===== config.mk =====
export PLATFORM = sky130hd
export DESIGN_NAME = projectile_pool
export DESIGN_NICKNAME = d
export VERILOG_FILES = /design/src/rtl/projectile_pool.sv
export SDC_FILE = /design/constraint.sdc
export NUM_CORES = 1
export LEC_CHECK = 0
export ABC_AREA = 0
export CAP_MARGIN = 10
export CORE_MARGIN = 5
export CORE_UTILIZATION = 50
export CTS_BUF_LIST = sky130_fd_sc_hd__clkbuf_4 sky130_fd_sc_hd__clkbuf_8 sky130_fd_sc_hd__clkbuf_16
export CTS_CLUSTER_DIAMETER = 150
export CTS_CLUSTER_SIZE = 25
export DETAILED_ROUTE_END_ITERATION = 16
export GPL_TIMING_DRIVEN = 0
export PLACE_DENSITY_LB_ADDON = 0.12
export SYNTH_ARGS = -nofsm -noshare
export SYNTH_HDL_FRONTEND = slang
export SYNTH_SLANG_ARGS = --single-unit

===== constraint.sdc =====
create_clock -name frame_clk -period 3.4 [get_ports frame_clk]
set_input_delay 1.02 -clock frame_clk [delete_from_list [all_inputs] [get_ports frame_clk]]
set_output_delay 1.02 -clock frame_clk [all_outputs]
set_load 0.02 [all_outputs]

===== src/rtl/projectile_pool.sv =====
`default_nettype none
// ============================================================================
//  Module      : projectile_pool
//  Description : Multi-slot venom projectile engine. Launches shots from the
//                snake head in one of four cardinal directions, advances every
//                live shot SPEED pixels per frame, retires shots on screen-edge
//                exit or an external hit report, and rate-limits launches
//                with a frame cooldown.
//  Revision    : 1.0 - initial release
// ============================================================================
module projectile_pool #(
  parameter int NUM_SLOTS = 4,
  parameter int SPEED     = 3,
  parameter int SIZE      = 4,
  parameter int X_MAX     = 639,
  parameter int Y_MAX     = 479,
  parameter int COOLDOWN  = 8,
  localparam int SW       = (NUM_SLOTS > 1) ? $clog2(NUM_SLOTS) : 1
) (
  input  logic                    frame_clk,
  input  logic                    Reset,
  input  logic                    fire_req,
  input  logic [1:0]              fire_dir,
  input  logic [9:0]              origin_x,
  input  logic [9:0]              origin_y,
  input  logic                    hit_valid,
  input  logic [SW-1:0]           hit_slot,
  output logic [NUM_SLOTS-1:0]    active,
  output logic [NUM_SLOTS*10-1:0] pos_x,
  output logic [NUM_SLOTS*10-1:0] pos_y,
  output logic [9:0]              size,
  output logic                    fire_ack,
  output logic                    fire_drop
);

  // Cooldown counter only needs to hold values 0..COOLDOWN.
  localparam int CW = (COOLDOWN > 0) ? $clog2(COOLDOWN + 1) : 1;

  localparam logic [10:0]   SPEED_EXT    = 11'(SPEED);
  localparam logic [10:0]   X_MAX_EXT    = 11'(X_MAX);
  localparam logic [10:0]   Y_MAX_EXT    = 11'(Y_MAX);
  localparam logic [CW-1:0] COOLDOWN_VAL = CW'(COOLDOWN);

  localparam logic [1:0] DIR_UP    = 2'b00;
  localparam logic [1:0] DIR_LEFT  = 2'b01;
  localparam logic [1:0] DIR_DOWN  = 2'b10;
  localparam logic [1:0] DIR_RIGHT = 2'b11;

  logic [NUM_SLOTS-1:0] active_q, active_d;
  logic [9:0]           x_q   [NUM_SLOTS];
  logic [9:0]           x_d   [NUM_SLOTS];
  logic [9:0]           y_q   [NUM_SLOTS];
  logic [9:0]           y_d   [NUM_SLOTS];
  logic [1:0]           dir_q [NUM_SLOTS];
  logic [1:0]           dir_d [NUM_SLOTS];
  logic [CW-1:0]        cooldown_q, cooldown_d;
  logic                 fire_ack_q, fire_ack_d;
  logic                 fire_drop_q, fire_drop_d;

  logic                 any_free;
  logic [SW-1:0]        free_idx;
  logic                 accept;

  // Pick the lowest-index slot that was idle before this edge and decide
  // whether a launch request can be honoured.
  always_comb begin
    any_free = 1'b0;
    free_idx = '0;
    for (int i = NUM_SLOTS - 1; i >= 0; i--) begin
      if (!active_q[i]) begin
        any_free = 1'b1;
        free_idx = SW'(i);
      end
    end
    accept = fire_req && (cooldown_q == '0) && any_free;
  end

  // Next-state for every slot (hit, movement, launch) plus cooldown and pulses.
  always_comb begin
    logic [10:0] ext_x;
    logic [10:0] ext_y;
    logic [10:0] sum;
    logic        slot_hit;
    ext_x    = '0;
    ext_y    = '0;
    sum      = '0;
    slot_hit = 1'b0;
    active_d = active_q;
    for (int i = 0; i < NUM_SLOTS; i++) begin
      x_d[i]   = x_q[i];
      y_d[i]   = y_q[i];
      dir_d[i] = dir_q[i];
      ext_x    = {1'b0, x_q[i]};
      ext_y    = {1'b0, y_q[i]};
      slot_hit = hit_valid && (int'(hit_slot) == i) && (int'(hit_slot) < NUM_SLOTS);
      if (active_q[i]) begin
        // A hit wins over movement; a hit plus edge exit is one retirement.
        if (slot_hit) begin
          active_d[i] = 1'b0;
        end else begin
          case (dir_q[i])
            DIR_UP: begin
              sum = ext_y - SPEED_EXT;
              if (ext_y < SPEED_EXT) active_d[i] = 1'b0;
              else                   y_d[i]      = sum[9:0];
            end
            DIR_LEFT: begin
              sum = ext_x - SPEED_EXT;
              if (ext_x < SPEED_EXT) active_d[i] = 1'b0;
              else                   x_d[i]      = sum[9:0];
            end
            DIR_DOWN: begin
              sum = ext_y + SPEED_EXT;
              if (sum > Y_MAX_EXT) active_d[i] = 1'b0;
              else                 y_d[i]      = sum[9:0];
            end
            default: begin
              sum = ext_x + SPEED_EXT;
              if (sum > X_MAX_EXT) active_d[i] = 1'b0;
              else                 x_d[i]      = sum[9:0];
            end
          endcase
        end
      end else if (accept && (free_idx == SW'(i))) begin
        // Launch edge: load origin, no movement until the next frame.
        active_d[i] = 1'b1;
        x_d[i]      = origin_x;
        y_d[i]      = origin_y;
        dir_d[i]    = fire_dir;
      end
    end

    if (accept)                 cooldown_d = COOLDOWN_VAL;
    else if (cooldown_q != '0)  cooldown_d = cooldown_q - 1'b1;
    else                        cooldown_d = cooldown_q;

    fire_ack_d  = accept;
    fire_drop_d = fire_req && !accept;
  end

  // State registers; reset kills every projectile immediately.
  always_ff @(posedge frame_clk or posedge Reset) begin
    if (Reset) begin
      active_q    <= '0;
      cooldown_q  <= '0;
      fire_ack_q  <= 1'b0;
      fire_drop_q <= 1'b0;
      for (int i = 0; i < NUM_SLOTS; i++) begin
        x_q[i]   <= '0;
        y_q[i]   <= '0;
        dir_q[i] <= DIR_UP;
      end
    end else begin
      active_q    <= active_d;
      cooldown_q  <= cooldown_d;
      fire_ack_q  <= fire_ack_d;
      fire_drop_q <= fire_drop_d;
      for (int i = 0; i < NUM_SLOTS; i++) begin
        x_q[i]   <= x_d[i];
        y_q[i]   <= y_d[i];
        dir_q[i] <= dir_d[i];
      end
    end
  end

  generate
    for (genvar g = 0; g < NUM_SLOTS; g++) begin : g_pack
      assign pos_x[10*g +: 10] = x_q[g];
      assign pos_y[10*g +: 10] = y_q[g];
    end
  endgenerate

  assign active    = active_q;
  assign size      = 10'(SIZE);
  assign fire_ack  = fire_ack_q;
  assign fire_drop = fire_drop_q;

  // Direction code DIR_RIGHT is the default case arm above.
  logic unused_dir;
  assign unused_dir = ^DIR_RIGHT;

endmodule
`default_nettype wire


# ---- Word level (Yosys, flattened, before mapping)
# Cells that the tools add are included.
dict set report word_totals {
  reg_bits 98
  in_bits 28
}
dict set report op_classes {
  n_addsub 17
  n_lt_le_gt_ge 16
  n_eq_ne 42
  mux 90
  bitwise_logic 4
  n_reduce_logical 41
}
# cell n
set ops {}
lappend ops {{$mux W10} 40}
lappend ops {{$pmux W10 S2} 8}
lappend ops {{$add A10 B2 Y11 const B} 8}
lappend ops {{$lt A10 B2 Y1 const B} 8}
lappend ops {{$sub A10 B2 Y10 const B} 8}
lappend ops {{$gt A11 B10 Y1 const B} 4}
lappend ops {{$gt A11 B9 Y1 const B} 4}
lappend ops {{$reduce_and A5 Y1} 8}
lappend ops {{$ne A3 B3 Y1 const B} 12}
lappend ops {{$mux W1} 32}
lappend ops {{$eq A2 B2 Y1 const B} 8}
lappend ops {{$ne A2 B2 Y1 const B} 8}
lappend ops {{$eq A2 B1 Y1 const B} 6}
lappend ops {{$logic_not A2 Y1} 6}
lappend ops {{$ne A3 B1 Y1 const B} 4}
lappend ops {{$ne A3 B2 Y1 const B} 4}
lappend ops {{$pmux W1 S3} 4}
lappend ops {{$logic_and A1 B1 Y1} 11}
lappend ops {{$reduce_bool A2 Y1} 5}
lappend ops {{$mux W2} 4}
lappend ops {{$mux W4} 2}
lappend ops {{$reduce_and A2 Y1} 4}
lappend ops {{$reduce_or A2 Y1} 4}
lappend ops {{$logic_not A4 Y1} 1}
lappend ops {{4 further kinds} 7}

# ---- Depth between registers and ports, before layout
dict set report logic_depth {
  ltp_word 8
  depth_mapped 11
}

# ---- Least setup slack after synthesis
# Ideal clock, no wire load.
dict set report synth_path {
  kind {register -> register}
  from {register x_q (netlist bit pos_x[0])}
  to {register x_q (netlist bit pos_x[9])}
  setup_ns 0.118
  arrival_ns 2.891
  required_time_ns 3.282
  slack_ns 0.391
  stages_incl_launch_ff 11
  synth_period_minus_slack_ns 3.009
  path_cell_list {dfrtp_1 clkbuf_1 inv_1 ha_1 or4_1 or4_1 nand3b_2 a211oi_2 nor3_4 a21oi_1 o2bb2a_4}
}
dict set report synth_via {
  elab_chain_len 5
}
# item line_no
set synth_lines {}
lappend synth_lines {{start, declared} 50} ;# logic [9:0] x_q [NUM_SLOTS];
lappend synth_lines {{start signal, assigned by index} 159} ;# x_q[i] <= x_d[i];
lappend synth_lines {{parallel branches: the longest is 5 deep, another holds $add A10 B2 Y11} n/a}
# Several ways; the timed one is not identified. The select of a mux whose other input is x is not followed.
# A chain may end at the register's enable or synchronous reset.

# ---- Worst setup path after layout
dict set report layout_path {
  from {input fire_req}
  to {register x_q (netlist bit pos_x[15])}
}
dict set report layout_via {
  elab_chain_len 5
}
# item line_no
set layout_lines {}
lappend layout_lines {{start, declared} 22} ;# input logic fire_req,
lappend layout_lines {{$logic_and A1 B1 Y1 (2 in series)} 75} ;# accept = fire_req && (cooldown_q == '0) && any_free;
lappend layout_lines {{$logic_and A1 B1 Y1} 124} ;# end else if (accept && (free_idx == SW'(i))) begin
lappend layout_lines {{$reduce_bool A2 Y1 (no line)} n/a}
lappend layout_lines {{$reduce_and A5 Y1 (no line)} n/a}
# Every way passes these cells.

==> out/metrics.cfg <==
[logic_synthesis]
yosysWarnings = 0
synth_cells = 1136
synth-async-reset-ratio_pct = 100
postSynth.topFlopCell = dfrtp_1
seq_area_frac_synth_pct = 28.4
netlist_area_um2 = 8650
synth_top_family_by_area = simple AND/OR/NAND/NOR gates
synth_fa_ha_area_share_pct = 3.18
synth-seq-cells = 98
synth_mux_area_share_pct = 3.52
synth-edff-count = 0
synth-xor-area-share_pct = 1.52
yosysUniqueCellTypes = 91
syn_area_per_cell_um2 = 7.61
synth_compound_area_share_pct = 28.0
synth-simple-area-share_pct = 28.6

[floorplanning]
die-area_um2 = 20000
row_count = 48
start_util_pct = 50.5
ios = 124
die_y_um = 142
core_um2 = 17100
die_w_um = 142

[detailed_routing]
ant_nets = 0
wl_um = 30100
wl_per_cell_um = 20.1
drtIter0Drc = 1192
viasPerCell = 6.39
vias = 9582
first_pass_iters = 7
drc_errors = 0

[clock_tree]
clock_latency_ns = 0.36
cts.sinks = 98
cts.reportedPaths.clkPinSlew_ns = 0.07
root_buffer = clkbuf_16
cts_tree = done
cts_hold_buf = 0
cts_max_level = 3
numCtsBuffers = 9
clockBufferDepth = 2

[setup_path]
r2r-end = pos_x[5]$_DFFE_PP0P_
crit_start = fire_req
crit_fanout = 10
critPathLaunchType = input pin
r2r-start = pos_x[1]$_DFFE_PP0P_
critical_path.endpoint = pos_x[15]$_DFFE_PP0P_
crit_type = in -> reg
r2r.worst_path.cells = 10
cp-end-kind = flop
critical_path_arrival_ns = 3.44
rrSetupSlack_ns = 0.21
worstPathRequired_ns = 3.63

[placed_design]
dpl.hpwl_um = 22000
io_buffers = 113
gp_congestion = 0.950
place_area_um2 = 10100

[timing]
finalSetupViolCount = 0
finalCritPeriodShare_pct = 94.6
period_minus_slack_ns = 3.22
relSlewSlack_pct = 47.0
max_freq_mhz = 311
rsz0062_at_grt = false
skew_ns = 0.00928
finalHoldViolations = 0
worstMarginPinSlew_ns = 0.795
finalMaxSlewViolations = 0

[grt]
overflow = 0
grt_pass1_vias = 8605
grt_pass1_wl_um = 47800
grt_max_degree = 41
grt_usage_pct = 29.5
antenna_found_initial = 0

[pwr]
power_density_nw_per_um2 = 673
ir_drop_mv = 0.410
total_power_mw = 7.09
p_leak_nw = 4.25

[layout]
stdcell_area_um2 = 10500
drive_above_1_share_pct = 6.51
antennaDiodeCount = 0
syn2layout_area_growth_pct = 21.8
finalNetCount = 1320

[min_path]
worstHoldPathType = reg -> reg

[outcome]
status = completed

[run]
maxCapViolations = 0

## cell usage after synthesis (13+ instances only)
library cell,number,area (µm²)
nand4_1,13,81.3
nand3_1,50,250
o21ai_0,61,305
a21oi_1,60,300
nor3_1,39,195
nor2_1,96,360
and3_1,17,106
clkbuf_1,69,259
inv_1,41,154
dfrtp_1,98,2450
o22ai_1,40,250
nand2b_1,15,93.8
nand2_1,136,510
a31oi_1,22,138
ha_1,22,275
nor4_1,20,125
mux2i_1,27,270
or3_1,22,138
## metal layers
layer	share of wire, %	wire, µm	track usage (%)	up-vias
met4	2.5	739	7.78	0
li1	-	-	-	4503
met1	44	13400	43.8	4637
met3	8.0	2410	4.04	49
met2	45	13600	45.4	393
met5	0	0	0	-
## cells in the final DEF, fill, tap and decap left out, types with 15 or more instances in the layout
| cell type | n |
|---|---|
| mux2i_1 | 27 |
| nor4_1 | 20 |
| o21ai_0 | 61 |
| and3_1 | 17 |
| or3_1 | 22 |
| o22ai_1 | 40 |
| nor2_1 | 96 |
| nand3_1 | 49 |
| clkdlybuf4s50_1 | 113 |
| clkbuf_1 | 68 |
| ha_1 | 22 |
| inv_1 | 40 |
| a21oi_1 | 60 |
| a31oi_1 | 22 |
| nand2_1 | 135 |
| nand2b_1 | 15 |
| dfrtp_1 | 98 |
| nor3_1 | 37 |
## critical path, stage by stage
cell and delay (ns):
clkdlybuf4s50_1 0.53, and4bb_2 0.41, nand3_2 0.21, o21ai_0 0.22, nand2_1 0.15, o21ai_4 0.28
buf_2 0.30, mux2i_1 0.21, nand2_1 0.10
## through the flow
step,hold WS [ns],setup WS [ns],setup TNS (ns),utilization (%),cells
6_report,0.505,0.184,0,61.5,1500
5_1_grt,0.542,0.0351,0,61.5,1500
4_1_cts,0.507,0.0128,0,61.4,1500
3_5_place_dp,0.493,-0.617,-10.34,59.2,1484
3_3_place_gp,0.484,-0.609,-9.17,59.0,1482
2_1_floorplan,0.461,0.391,0,-,1144
## worst min path at each step
stage	start	endpoint	slack (ns)	cells past startpoint
4_1_cts	cooldown_q[1]$_DFFE_PP0P_	cooldown_q[1]$_DFFE_PP0P_	0.51	2
5_1_grt	cooldown_q[0]$_DFFE_PP0P_	cooldown_q[0]$_DFFE_PP0P_	0.54	1
2_1_floorplan	cooldown_q[0]$_DFFE_PP0P_	cooldown_q[0]$_DFFE_PP0P_	0.46	1
3_5_place_dp	cooldown_q[1]$_DFFE_PP0P_	cooldown_q[1]$_DFFE_PP0P_	0.49	2
6_report	cooldown_q[1]$_DFFE_PP0P_	cooldown_q[1]$_DFFE_PP0P_	0.51	2
3_3_place_gp	cooldown_q[1]$_DFFE_PP0P_	cooldown_q[1]$_DFFE_PP0P_	0.48	2
## final cells by class
type / instances / area [µm²]
Buffer: 94 / 427
Clock buffer: 12 / 260
Clock inverter: 4 / 97.6
Fill cell: 1625 / 6580
Inverter: 42 / 161
Multi-Input combinational cell: 910 / 5680
Sequential cell: 98 / 2450
Tap cell: 225 / 282
Timing Repair Buffer: 115 / 1170
## sequential cells by signal, indices dropped and copies added, names as in the netlist
signal,cells
cooldown_q,4
fire_ack,1
pos_y,40
active,4
fire_drop,1
pos_x,40
dir_q,8
## power breakdown
group | switching [mW] | internal [mW]
Clock | 0.485 | 0.769
Sequential | 0.418 | 1.49
Combinational | 2.37 | 1.56
## cell families (layout without fill, tap and decap cells)
kind of cell             count (synthesis)  after routing
buffers and inverters                  136            267
other                                    2             10
XOR/XNOR                                15             15
flip-flops                              98             98
AO/OA/AOI/OAI                          350            350
AND/OR/NAND/NOR                        483            483
multiplexers                            30             30
adder cells (fa/ha/maj)                 22             22
## repair_timing
action                                  4_1_cts  5_1_grt
gates resized for setup                       2        8
pin swaps                                     0        0
endpoints found under the setup margin        9       26
buffers inserted                              0        0
Power figures use the tool's default switching activity.
